<file path="config.mk">
export PLATFORM = sky130hd
export DESIGN_NAME = queue_fifo_param
export DESIGN_NICKNAME = d
export VERILOG_FILES = /design/src/rtl/queue_pkg.sv /design/src/rtl/queue_ram.sv /design/src/rtl/queue_fifo_param.sv
export SDC_FILE = /design/constraint.sdc
export NUM_CORES = 1
export LEC_CHECK = 0
export ABC_AREA = 1
export BUFFER_PORTS_ARGS = -buffer_cell sky130_fd_sc_hd__buf_2
export CORE_MARGIN = 4
export CORE_UTILIZATION = 50
export CTS_CLUSTER_SIZE = 20
export DETAILED_ROUTE_END_ITERATION = 10
export MAX_ROUTING_LAYER = met4
export PLACE_DENSITY_LB_ADDON = 0.25
export SYNTH_ARGS = -nofsm -noshare
export SYNTH_HDL_FRONTEND = slang
export SYNTH_SLANG_ARGS = --single-unit
</file>
<file path="constraint.sdc">
create_clock -name clk_10khz -period 3.53 [get_ports clk_10khz]
set_input_delay 0.353 -clock clk_10khz [delete_from_list [all_inputs] [get_ports clk_10khz]]
set_output_delay 0.353 -clock clk_10khz [all_outputs]
set_load 0.01 [all_outputs]
</file>
<file path="src/rtl/queue_pkg.sv">
// Shared defaults and helpers for the parametrised circular-buffer queue.
`timescale 1ns/1ps
package queue_pkg;

    localparam int QUEUE_DATA_W_DEF = 8;
    localparam int QUEUE_DEPTH_DEF  = 8;

    // Occupancy counter must reach DEPTH inclusive, hence depth+1 states.
    function automatic int queue_cnt_w(input int depth);
        return $clog2(depth + 1);
    endfunction

endpackage

</file>
<file path="src/rtl/queue_ram.sv">
// DEPTH x DATA_W storage for the queue: synchronous write, asynchronous read.
`timescale 1ns/1ps
module queue_ram
    import queue_pkg::*;
#(
    parameter int DATA_W = QUEUE_DATA_W_DEF,
    parameter int DEPTH  = QUEUE_DEPTH_DEF,
    parameter int PTR_W  = $clog2(DEPTH)
) (
    input  logic              clk,
    input  logic              we,
    input  logic [PTR_W-1:0]  waddr,
    input  logic [DATA_W-1:0] wdata,
    input  logic [PTR_W-1:0]  raddr,
    output logic [DATA_W-1:0] rdata
);

    logic [DATA_W-1:0] mem_r [DEPTH];

    // Write port; contents are deliberately left out of reset.
    always_ff @(posedge clk) begin
        if (we) begin
            mem_r[waddr] <= wdata;
        end
    end

    assign rdata = mem_r[raddr];

endmodule

</file>
<file path="src/rtl/queue_fifo_param.sv">
// Parametrised circular-buffer FIFO with sticky error flags and flush.
// Define QUEUE_FWFT_EN for first-word-fall-through output; default is registered output.
`timescale 1ns/1ps
module queue_fifo_param
    import queue_pkg::*;
#(
    parameter int DATA_W = QUEUE_DATA_W_DEF,
    parameter int DEPTH  = QUEUE_DEPTH_DEF,
    parameter int CNT_W  = queue_cnt_w(DEPTH)
) (
    input  logic              clk_10khz,
    input  logic              reset_n,
    input  logic [DATA_W-1:0] data_in,
    input  logic              enqueue_in,
    input  logic              dequeue_in,
    input  logic              clear_in,
    output logic [DATA_W-1:0] data_out,
    output logic              data_valid_out,
    output logic [CNT_W-1:0]  len_out,
    output logic              full_out,
    output logic              empty_out,
    output logic              overflow_out,
    output logic              underflow_out
);

    localparam int PTR_W = $clog2(DEPTH);

    logic [PTR_W-1:0]  wr_ptr_r;
    logic [PTR_W-1:0]  rd_ptr_r;
    logic [CNT_W-1:0]  count_r;
    logic              overflow_r;
    logic              underflow_r;
    logic              empty_s;
    logic              full_s;
    logic              deq_ok_s;
    logic              enq_ok_s;
    logic              we_s;
    logic [DATA_W-1:0] rd_data_s;

    assign empty_s  = (count_r == CNT_W'(0));
    assign full_s   = (count_r == CNT_W'(DEPTH));
    assign deq_ok_s = dequeue_in & ~empty_s;
    // A full queue can still take a word when the head leaves on the same edge.
    assign enq_ok_s = enqueue_in & (~full_s | deq_ok_s);
    assign we_s     = enq_ok_s & reset_n & ~clear_in;

    queue_ram #(
        .DATA_W (DATA_W),
        .DEPTH  (DEPTH),
        .PTR_W  (PTR_W)
    ) u_ram (
        .clk    (clk_10khz),
        .we     (we_s),
        .waddr  (wr_ptr_r),
        .wdata  (data_in),
        .raddr  (rd_ptr_r),
        .rdata  (rd_data_s)
    );

    // Pointers, occupancy and sticky error flags.
    always_ff @(posedge clk_10khz) begin
        if (!reset_n || clear_in) begin
            wr_ptr_r    <= PTR_W'(0);
            rd_ptr_r    <= PTR_W'(0);
            count_r     <= CNT_W'(0);
            overflow_r  <= 1'b0;
            underflow_r <= 1'b0;
        end else begin
            if (enq_ok_s) begin
                wr_ptr_r <= wr_ptr_r + PTR_W'(1);
            end
            if (deq_ok_s) begin
                rd_ptr_r <= rd_ptr_r + PTR_W'(1);
            end
            count_r <= count_r + CNT_W'(enq_ok_s) - CNT_W'(deq_ok_s);
            if (enqueue_in && !enq_ok_s) begin
                overflow_r <= 1'b1;
            end
            if (dequeue_in && !deq_ok_s) begin
                underflow_r <= 1'b1;
            end
        end
    end

    assign len_out       = count_r;
    assign full_out      = full_s;
    assign empty_out     = empty_s;
    assign overflow_out  = overflow_r;
    assign underflow_out = underflow_r;

`ifdef QUEUE_FWFT_EN
    // Head word is shown as long as something is queued; dequeue acknowledges it.
    assign data_out       = empty_s ? {DATA_W{1'b0}} : rd_data_s;
    assign data_valid_out = ~empty_s;
`else
    logic [DATA_W-1:0] data_r;
    logic              valid_r;

    // Registered read: the dequeued head appears one cycle after the dequeue edge.
    always_ff @(posedge clk_10khz) begin
        if (!reset_n || clear_in) begin
            data_r  <= {DATA_W{1'b0}};
            valid_r <= 1'b0;
        end else begin
            valid_r <= deq_ok_s;
            if (deq_ok_s) begin
                data_r <= rd_data_s;
            end
        end
    end

    assign data_out       = data_r;
    assign data_valid_out = valid_r;
`endif

endmodule
</file>
==> results of run 1 <==
==> stage by stage <==
stage / power, mW / area [µm²] / utilization (%) / hold WS (ns)
global placement: 1.36 / 3970 / 54.5 / 0.437
floorplan: 1.30 / 3770 / - / 0.452
detailed placement: 1.36 / 3970 / 54.5 / 0.440
finish: 2.00 / 4170 / 57.2 / 0.270
CTS: 2.01 / 4170 / 57.2 / 0.261
global route: 2.09 / 4170 / 57.2 / 0.274
==> worst paths after layout <==
path / slack (ns) / start / to / depth (start not counted)
worst min-delay path: 0.27 / dequeue_in / underflow_out / 3
worst min register to register: 0.45 / underflow_out / underflow_out / 2
worst max-delay path: 1.25 / len_out[2] / len_out[2] / 12
worst max register to register: 1.25 / len_out[2] / len_out[2] / 12
==> metal layers <==
layer / global-route usage, % / up-vias / wire, µm
li1: - / 1255 / -
met1: 22.8 / 1106 / 3090
met2: 29.7 / 56 / 3480
met3: 3.43 / 13 / 514
met4: 8.41 / 0 / 119
met5: - / - / 0
==> placed cells by master (no fill, tap or decap), types with 2 or more instances in the layout <==
cell type | netlist | final
inv_1 | 63 | 63
edfxtp_1 | 64 | 64
nand2_1 | 99 | 99
a21oi_1 | 12 | 12
nand2_4 | 3 | 3
dfxtp_1 | 21 | 21
nand3_1 | 52 | 52
nor3_2 | 4 | 4
buf_2 | 5 | 29
buf_4 | 3 | 5
clkbuf_8 | 0 | 11
ha_1 | 8 | 8
a21oi_2 | 3 | 3
clkinv_2 | 1 | 3
nor2_1 | 12 | 12
xor2_1 | 2 | 2
o21ai_0 | 3 | 3
==> logic make-up after synthesis <==
| kind of cell | after synthesis | share of synthesized area (%) |
|---|---|---|
| flops | 85 | 62.0 |
| xor+xnor | 2 | 0.464 |
| compound gates | 19 | 2.88 |
| simple gates | 176 | 21.7 |
| buf+inv | 81 | 9.68 |
| fa+ha+maj | 9 | 3.18 |
==> cell usage after synthesis <==
master and instances:
buf_2 5, inv_1 63, a21oi_2 3, and3_1 1, inv_6 1, ha_1 8, a21oi_1 12, nor2_2 1
dfxtp_1 21, nor3_2 4, edfxtp_1 64, nand3_1 52, a211oi_1 1, nor3b_4 1, xor2_1 2, clkbuf_1 1
inv_2 1, clkinv_1 1, buf_6 5, nor2_1 12, o21ai_0 3, nand2_1 99, nand2_2 1, clkinv_2 1
buf_4 3, nand2_4 3, fa_1 1, nand4_2 1, nand3b_4 1
==> critical path, delay by kind of cell (launching register included) <==
kind,cells,cell delay (ns)
XOR/XNOR,1,0.14
flip-flops,1,0.34
buffers and inverters,4,0.40
adder cells (fa/ha/maj),4,0.98
AND/OR/NAND/NOR,3,0.30
==> where the power goes <==
group / internal [mW] / leakage (nW) / switching (mW)
Sequential: 1.09 / 0.747 / 0.0212
Clock: 0.336 / 0.105 / 0.334
Combinational: 0.0773 / 0.925 / 0.145
Total: 1.50 / 1.78 / 0.500
==> final cells by class <==
cell class / count / area, µm² / share of cell area [%]
inverter: 67 / 258 / 6.18
multi-input combinational: 206 / 1070 / 25.6
tap: 99 / 124 / 2.97
clock buffer: 13 / 180 / 4.32
sequential: 85 / 2340 / 56.2
timing repair buffer: 34 / 183 / 4.38
clock inverter: 3 / 16.3 / 0.390
==> sequential cells by signal, indices dropped and copies added, names as in the netlist <==
register,flops
u_ram.mem_r,64
data_out,8
len_out,4
rd_ptr_r,3
wr_ptr_r,3
data_valid_out,1
overflow_out,1
underflow_out,1
==> impl_metrics.py, run 1 <==
metrics = {
    "die": {
        "io_pins": 30,
        "fp.dieH_um": 94.9,
        "core_mm2": 0.00729,
        "dieWidth_um": 94.9,
        "num_rows": 31,
        "start_util_pct": 51.8,
        "die_area_mm2": 0.00900,
    },
    "final_layout": {
        "final_nets": 425,
        "synthToLayoutAreaGrowth_pct": 10.5,
        "final_cells": 507,
        "antenna_cells": 0,
        "fill_cells": 654,
        "layout-drive-gt1-share_pct": 16.4,
    },
    "routing": {
        "wl_per_cell_um": 14.2,
        "wl_um": 7210,
        "drt-vias-per-instance": 4.79,
        "dr.pass1.iters": 4,
        "drc": 0,
        "antenna_left": 0,
        "dr_total_vias": 2430,
        "drt_iter0_drc": 140,
    },
    "run_status": {
        "status": "complete, no violations",
    },
    "sta": {
        "rsz0062_at_grt": "no",
        "relSlewSlack_pct": 48.6,
        "min_period_over_period_pct": 64.7,
        "tightest_slew_ns": 0.768,
        "hold_viol_final": 0,
        "clock.fmax_ghz": 0.438,
        "finClkSkew_ns": 0.0142,
        "setup_violations": 0,
        "post-route-min-period_ns": 2.28,
        "drv_slew": 0,
        "fin_setup_tns_ns": 0,
        "worst_slack_ns": 1.25,
    },
    "place": {
        "dp_slack_ns": 1.22,
        "hpwl_um": 4750,
        "portBuffers": 29,
        "place_congestion": 0.749,
        "dp.cells": 491,
    },
    "synthesis": {
        "synth_top_area_share_pct": 50.9,
        "synth_area_mm2": 0.00377,
        "synthTopCellsByArea": "edfxtp_1 (51%), dfxtp_1 (11%), nand2_1 (9.8%)",
        "ys_seq_elements": 85,
        "synth.avg_cell_area_um2": 10.1,
        "yosysSeqAreaShare_pct": 62.0,
        "synth_cell_types": 29,
        "synth_fp_nets": 394,
        "synth_top_area_cell": "edfxtp_1",
        "ys.warnings.count": 0,
        "synth_cells": 372,
    },
    "critical_path": {
        "critical-path-max-stage-delay_ns": 0.37,
        "cpMaxStageDelayCell": "fa_1",
        "path_class": "register to register",
        "critical_path.max_fanout": 17,
        "startpoint_type": "register",
        "worstPathRequired_ns": 3.75,
        "worstPathArrival_ns": 2.51,
        "cp_cell_sequence": "inv_1 -> ha_1 -> nand2_2 -> nand2_4 -> inv_2 -> ha_1 -> inv_1 -> ha_1 -> inv_1 -> fa_1 -> xor2_1 -> nor2_1",
        "endpoint_kind": "register",
    },
    "grt": {
        "grt_max_degree": 35,
        "grt_pass1_wl_um": 11900,
        "grt-ovfl-total": 0,
        "grt_antenna_before_repair": 0,
        "grt_pass1_vias": 2428,
        "grt_usage_pct": 18.5,
    },
    "worst_hold_path": {
        "hp-class": "input port to register",
    },
    "cts": {
        "ctsHoldBuffers": 0,
        "numCtsBuffers": 9,
        "cts_tree": "built",
        "max-clock-path-buffers": 2,
        "worstSkewPairLatency_ns": 0.35,
        "cts_resized": 0,
        "clock-sinks": 85,
        "cts.htree.levels": 3,
        "post_cts_buffers": 0,
        "clkTransAtPathRegs_ns": 0.09,
        "cts_root_buf": "clkbuf_8",
    },
    "power": {
        "p_leak_nw": 1.78,
        "power_density_mw_per_mm2": 480,
        "ir_drop_mv": 0.253,
    },
    "flow_run": {
        "maxCapViolCount": 0,
    },
}
Note: power is estimated with default switching activity, not from simulation.
==> run 2: changes to the inputs <==
==> constraint.sdc (replaced) <==
create_clock -name clk_10khz -period 1.9 [get_ports clk_10khz]
set_input_delay 0.19 -clock clk_10khz [delete_from_list [all_inputs] [get_ports clk_10khz]]
set_output_delay 0.19 -clock clk_10khz [all_outputs]
set_load 0.01 [all_outputs]
==> run 2 against run 1 <==
  * Hold slack got worse by 0.16 ns
  * Maximum frequency rose by 16%
  * Critical path depth did not move
  * The flow now finishes with violations (negative setup slack)
  * Global-route usage rose by 0.53 points
  * Wire length rose by 7.5%
  * Flip-flop and latch count did not move
==> impl_metrics.py, run 2 (synthesized netlist as in run 1, its figures left out) <==
metrics = {
    "grt": {
        "grt_antenna_before_repair": 0,
        "grt_max_degree": 35,
        "grt_usage_pct": 19.0,
        "grt_pass1_wl_um": 12200,
        "grt_pass1_vias": 2452,
        "grt-ovfl-total": 0,
    },
    "run_status": {
        "status": "complete, but fails checks",
        "violations": "negative setup slack",
    },
    "cts": {
        "cts_root_buf": "clkbuf_8",
        "cts.htree.levels": 3,
        "numCtsBuffers": 9,
        "worstSkewPairLatency_ns": 0.35,
        "max-clock-path-buffers": 2,
        "clkTransAtPathRegs_ns": 0.08,
        "cts_tree": "built",
        "ctsHoldBuffers": 0,
        "clock-sinks": 85,
    },
    "critical_path": {
        "worstPathArrival_ns": 2.20,
        "crit_start": "len_out[2]",
        "worstPathRequired_ns": 2.14,
        "cp_cell_sequence": "inv_2 -> ha_4 -> nor3b_4 -> nand2_4 -> nand2_4 -> ha_4 -> inv_2 -> ha_4 -> inv_2 -> fa_2 -> xor2_1 -> nor2_1",
        "cp.depth": 12,
        "startpoint_type": "register",
        "crit_path_end": "len_out[2]",
        "critical-path-max-stage-delay_ns": 0.33,
        "r2r-start": "len_out[2]",
        "endpoint_kind": "register",
        "r2r_end": "len_out[2]",
        "critical_path.max_fanout": 3,
        "cpMaxStageDelayCell": "dfxtp_2",
        "worst_path_dominant_cell_family": "adder cells",
        "ff2ff_path_depth": 12,
        "path_class": "register to register",
        "cp_num_buf_inv": 3,
        "r2r_setup_slack_ns": -0.06,
    },
    "sta": {
        "drv_slew": 0,
        "rsz0062_at_grt": "yes",
        "post-route-min-period_ns": 1.96,
        "tightest_slew_ns": 0.378,
        "fin_setup_tns_ns": -0.121,
        "hold_viol_final": 0,
        "clock.fmax_ghz": 0.509,
        "worst_slack_ns": -0.0637,
        "holdWs_ns": 0.108,
        "relSlewSlack_pct": 74.8,
        "finClkSkew_ns": 0.0137,
        "min_period_over_period_pct": 103,
        "setup_violations": 2,
    },
    "place": {
        "placed_cell_area_mm2": 0.00419,
        "hpwl_um": 5070,
        "portBuffers": 29,
        "dp.cells": 513,
        "place_congestion": 0.814,
    },
    "routing": {
        "dr.pass1.iters": 4,
        "drt_iter0_drc": 163,
        "drc": 0,
        "antenna_left": 0,
        "wl_per_cell_um": 14.5,
        "drt-vias-per-instance": 4.80,
        "wl_um": 7750,
        "dr_total_vias": 2565,
    },
    "final_layout": {
        "layout-drive-gt1-share_pct": 24.8,
        "design_area_mm2": 0.00445,
        "layout_common_cells": "nand2_1 (99), edfxtp_1 (64), inv_1 (59)",
        "synthToLayoutAreaGrowth_pct": 18.0,
        "fill_cells": 629,
        "final_common_cell": "nand2_1",
        "antenna_cells": 0,
        "final_nets": 452,
        "largest_reg_flops": 64,
        "top_register": "u_ram.mem_r",
        "final_cells": 534,
    },
    "die": {
        "io_pins": 30,
        "dieWidth_um": 94.9,
        "die_area_mm2": 0.00900,
        "core_mm2": 0.00729,
        "start_util_pct": 51.8,
        "num_rows": 31,
        "fp.dieH_um": 94.9,
    },
    "power": {
        "power_density_mw_per_mm2": 857,
        "p_leak_nw": 1.91,
        "ir_drop_mv": 0.552,
        "switchingPower_mw": 0.963,
        "power_frac_clock_pct": 31.9,
        "combPwrFrac_pct": 14.3,
        "netSwitchingFraction_pct": 25.2,
        "p_seq_share_pct": 53.9,
        "p_int_mw": 2.85,
    },
    "flow_run": {
        "maxCapViolCount": 0,
    },
    "worst_hold_path": {
        "hp-class": "input port to register",
    },
}
[run 2: routing by layer]
metal / share of wire (%) / vias up / GRT usage (%) / routed length (µm)
met4: 1.0 / 0 / 5.29 / 80
met5: 0 / - / - / 0
met1: 45 / 1182 / 24.0 / 3460
met2: 50 / 61 / 31.1 / 3840
met3: 4.8 / 8 / 4.30 / 370
li1: - / 1314 / - / -
[run 2: per-stage QoR]
stage                     worst slack (ns)  utilization [%]  power, mW
after floorplan                     -0.177                -       2.44
after global placement             -0.0352             57.4       2.60
after detailed placement           -0.0830             57.4       2.62
after CTS                          -0.0769             60.3       3.83
after global routing                -0.168             61.1       3.99
final                              -0.0637             61.1       3.81
[run 2: layout make-up]
| cell class | instances | area, µm² | area share (%) |
|---|---|---|---|
| inverter | 67 | 258 | 5.79 |
| clock buffer | 11 | 131 | 2.95 |
| multi-input combinational | 206 | 1130 | 25.4 |
| tap | 99 | 124 | 2.78 |
| clock inverter | 5 | 52.6 | 1.18 |
| timing repair buffer | 61 | 408 | 9.16 |
| sequential | 85 | 2350 | 52.7 |
[run 2: worst min path at each step]
stage	from	to	slack [ns]	cells after the start
after floorplan	data_in[0]	u_ram.mem_r[0][0]	0.29	0
after CTS	data_in[1]	u_ram.mem_r[0][1]	0.11	1
after global routing	data_in[5]	u_ram.mem_r[4][5]	0.10	1
final	data_in[1]	u_ram.mem_r[5][1]	0.11	1
after detailed placement	underflow_out	underflow_out	0.45	2
after global placement	underflow_out	underflow_out	0.43	2
[run 2: what timing repair did]
item	4_1_cts	5_1_grt
endpoints found under the setup margin	3	50
buffers inserted	2	3
pin swaps	8	3
gates resized for setup	2	10
[run 2: worst reg2reg max path: cells and delay by family (launching register included)]
kind	cells	cell delay (ns)
xor gates and xnor gates	1	0.17
buffers and inverters	3	0.18
and+or+nand+nor	4	0.43
adders and majority gates	4	0.75
DFF	1	0.33
[run 2: power by group through the flow]
stage	Combinational (mW)	Sequential (mW)	Clock, mW
3_3_place_gp	0.504	2.10	0
4_1_cts	0.537	2.05	1.24
6_report	0.544	2.06	1.22
3_5_place_dp	0.521	2.10	0
2_1_floorplan	0.333	2.10	0
5_1_grt	0.604	2.06	1.33
==> run 3: changes to the inputs <==
--- a/config.mk
+++ b/config.mk
@@ -8,7 +8,7 @@
 export ABC_AREA = 1
 export BUFFER_PORTS_ARGS = -buffer_cell sky130_fd_sc_hd__buf_2
 export CORE_MARGIN = 4
-export CORE_UTILIZATION = 50
+export CORE_UTILIZATION = 53
 export CTS_CLUSTER_SIZE = 20
 export DETAILED_ROUTE_END_ITERATION = 10
 export MAX_ROUTING_LAYER = met4
==> run 3 against run 2 <==
  * Highest routed layer unchanged
  * The flow still finishes with violations (negative setup slack)
  * Critical path depth fell by 1
  * Core utilization rose by 4.3 points
  * Clock skew fell by 0.0045 ns
  * Power rose by 4.9%
==> impl_metrics.py, run 3 (synthesized netlist as in run 1, its figures left out) <==
metrics = {
    "final_layout": {
        "layout_common_cells": "nand2_1 (99), edfxtp_1 (64), inv_1 (60)",
        "design_area_mm2": 0.00449,
        "final_common_cell": "nand2_1",
        "top_register": "u_ram.mem_r",
        "largest_reg_flops": 64,
        "antenna_cells": 0,
        "layout-drive-gt1-share_pct": 24.5,
        "synthToLayoutAreaGrowth_pct": 18.9,
        "final_nets": 450,
    },
    "critical_path": {
        "startpoint_type": "register",
        "worstPathRequired_ns": 2.14,
        "cp_cell_sequence": "inv_2 -> ha_4 -> nor3b_4 -> nand2_4 -> nand2_4 -> ha_4 -> inv_2 -> ha_4 -> inv_2 -> fa_2 -> nor2_1",
        "cpMaxStageDelayCell": "fa_2",
        "r2r_end": "len_out[1]",
        "critical_path.max_fanout": 3,
        "r2r-start": "len_out[2]",
        "ff2ff_path_depth": 11,
        "path_class": "register to register",
        "critical-path-max-stage-delay_ns": 0.50,
        "r2r_setup_slack_ns": -0.05,
        "worstPathArrival_ns": 2.19,
        "endpoint_kind": "register",
    },
    "cts": {
        "cts_root_buf": "clkbuf_8",
        "worstSkewPairLatency_ns": 0.35,
        "clkTransAtPathRegs_ns": 0.09,
        "cts.htree.levels": 3,
        "ctsHoldBuffers": 0,
        "cts_tree": "built",
        "clock-sinks": 85,
        "numCtsBuffers": 9,
        "max-clock-path-buffers": 2,
    },
    "worst_hold_path": {
        "worstHoldPathCells": 1,
        "min_to": "u_ram.mem_r[4][2]",
        "hp-start": "data_in[2]",
        "hp-class": "input port to register",
    },
    "grt": {
        "grt_pass1_wl_um": 12700,
        "grt_use_met2_pct": 34.9,
        "grt_usage_pct": 20.5,
        "grt-busiest-layer": "met2",
        "grt_antenna_before_repair": 0,
        "grt_pass1_vias": 2598,
        "grt-ovfl-total": 0,
        "use_met1_pct": 24.1,
        "grt_max_degree": 35,
        "use_met3_pct": 4.55,
    },
    "routing": {
        "dr_total_vias": 2605,
        "drc": 0,
        "drt-vias-per-instance": 4.92,
        "dr.pass1.iters": 4,
        "wl_um": 7980,
        "antenna_left": 0,
        "wl_per_cell_um": 15.1,
        "drt_iter0_drc": 206,
    },
    "place": {
        "hpwl_um": 5130,
        "place_congestion": 0.825,
        "portBuffers": 29,
        "placed_cell_area_mm2": 0.00420,
    },
    "sta": {
        "tightest_slew_ns": 0.328,
        "relSlewSlack_pct": 78.1,
        "clock.fmax_ghz": 0.513,
        "holdWs_ns": 0.0991,
        "min_period_over_period_pct": 103,
        "finClkSkew_ns": 0.00919,
        "drv_slew": 0,
        "worst_slack_ns": -0.0479,
        "hold_viol_final": 0,
        "rsz0062_at_grt": "yes",
        "setup_violations": 2,
        "post-route-min-period_ns": 1.95,
    },
    "die": {
        "start_util_pct": 55.0,
        "num_rows": 30,
        "fp.dieH_um": 92.4,
        "core_mm2": 0.00687,
        "io_pins": 30,
        "die_area_mm2": 0.00854,
        "dieWidth_um": 92.4,
    },
    "power": {
        "p_leak_nw": 1.93,
        "power_density_mw_per_mm2": 892,
        "ir_drop_mv": 0.860,
    },
    "run_status": {
        "status": "complete, but fails checks",
        "violations": "negative setup slack",
    },
    "flow_run": {
        "maxCapViolCount": 0,
    },
}
-- run 3: changes by cell type in the layout (fill, tap and decap cells not counted), sizes merged --
cell / delta
clkinvlp: +1
clkinv: -2
buf: -2
bufinv: +1
-- run 3: worst max-delay path by stage --
| stage | from | endpoint | slack (ns) | cells after the start |
|---|---|---|---|---|
| floorplan | len_out[2] | len_out[1] | -0.18 | 11 |
| global placement | len_out[2] | len_out[1] | -0.03 | 11 |
| detailed placement | len_out[3] | len_out[1] | -0.08 | 12 |
| CTS | len_out[2] | len_out[1] | -0.07 | 11 |
| global route | len_out[2] | len_out[2] | -0.14 | 12 |
| finish | len_out[2] | len_out[1] | -0.05 | 11 |
-- run 3: repair_timing --
| action | 4_1_cts | 5_1_grt |
|---|---|---|
| setup endpoints to repair | 3 | 45 |
| resized for setup | 2 | 10 |
| setup buffers | 2 | 0 |
| pin swaps | 5 | 3 |
| gates cloned | 0 | 0 |
| endpoints found under the hold margin | 0 | 0 |
-- run 3: layout make-up --
class	instances	area [µm²]
fillers	549	2380
flip-flops and latches	85	2340
multi-input cells	206	1150
repair buffers	59	389
inverters	67	258
clock buffers	11	141
well taps	96	120
clock inverters	5	83.8
-- run 3: where the power goes --
part           leakage [nW]  switching (mW)  internal [mW]
clock network         0.106           0.635          0.779
logic                  1.07           0.328          0.209
registers             0.748          0.0240           2.03
-- run 3: per-stage QoR --
stage	std cells	worst slack, ns	total power, mW	TNS (ns)	utilization, %
after floorplan	372	-0.177	2.44	-0.438	-
after global placement	512	-0.0319	2.60	-0.0485	61.1
after detailed placement	512	-0.0842	2.62	-0.229	61.1
after CTS	530	-0.0714	4.02	-0.135	64.8
after global routing	529	-0.139	4.18	-0.368	65.3
final	529	-0.0479	4.00	-0.0846	65.3
-- run 3: per-layer routing --
| metal | share of wire, % | wire length (µm) |
|---|---|---|
| met5 | 0 | 0 |
| met4 | 1.5 | 116 |
| met3 | 5.6 | 449 |
| met2 | 50 | 3990 |
| met1 | 43 | 3420 |
-- run 3: worst max-delay path: cells and delay by family (launching register included) --
family	cells	cell delay, ns
fa+ha+maj	4	0.92
buf+inv	3	0.18
flops	1	0.33
simple gates	4	0.42
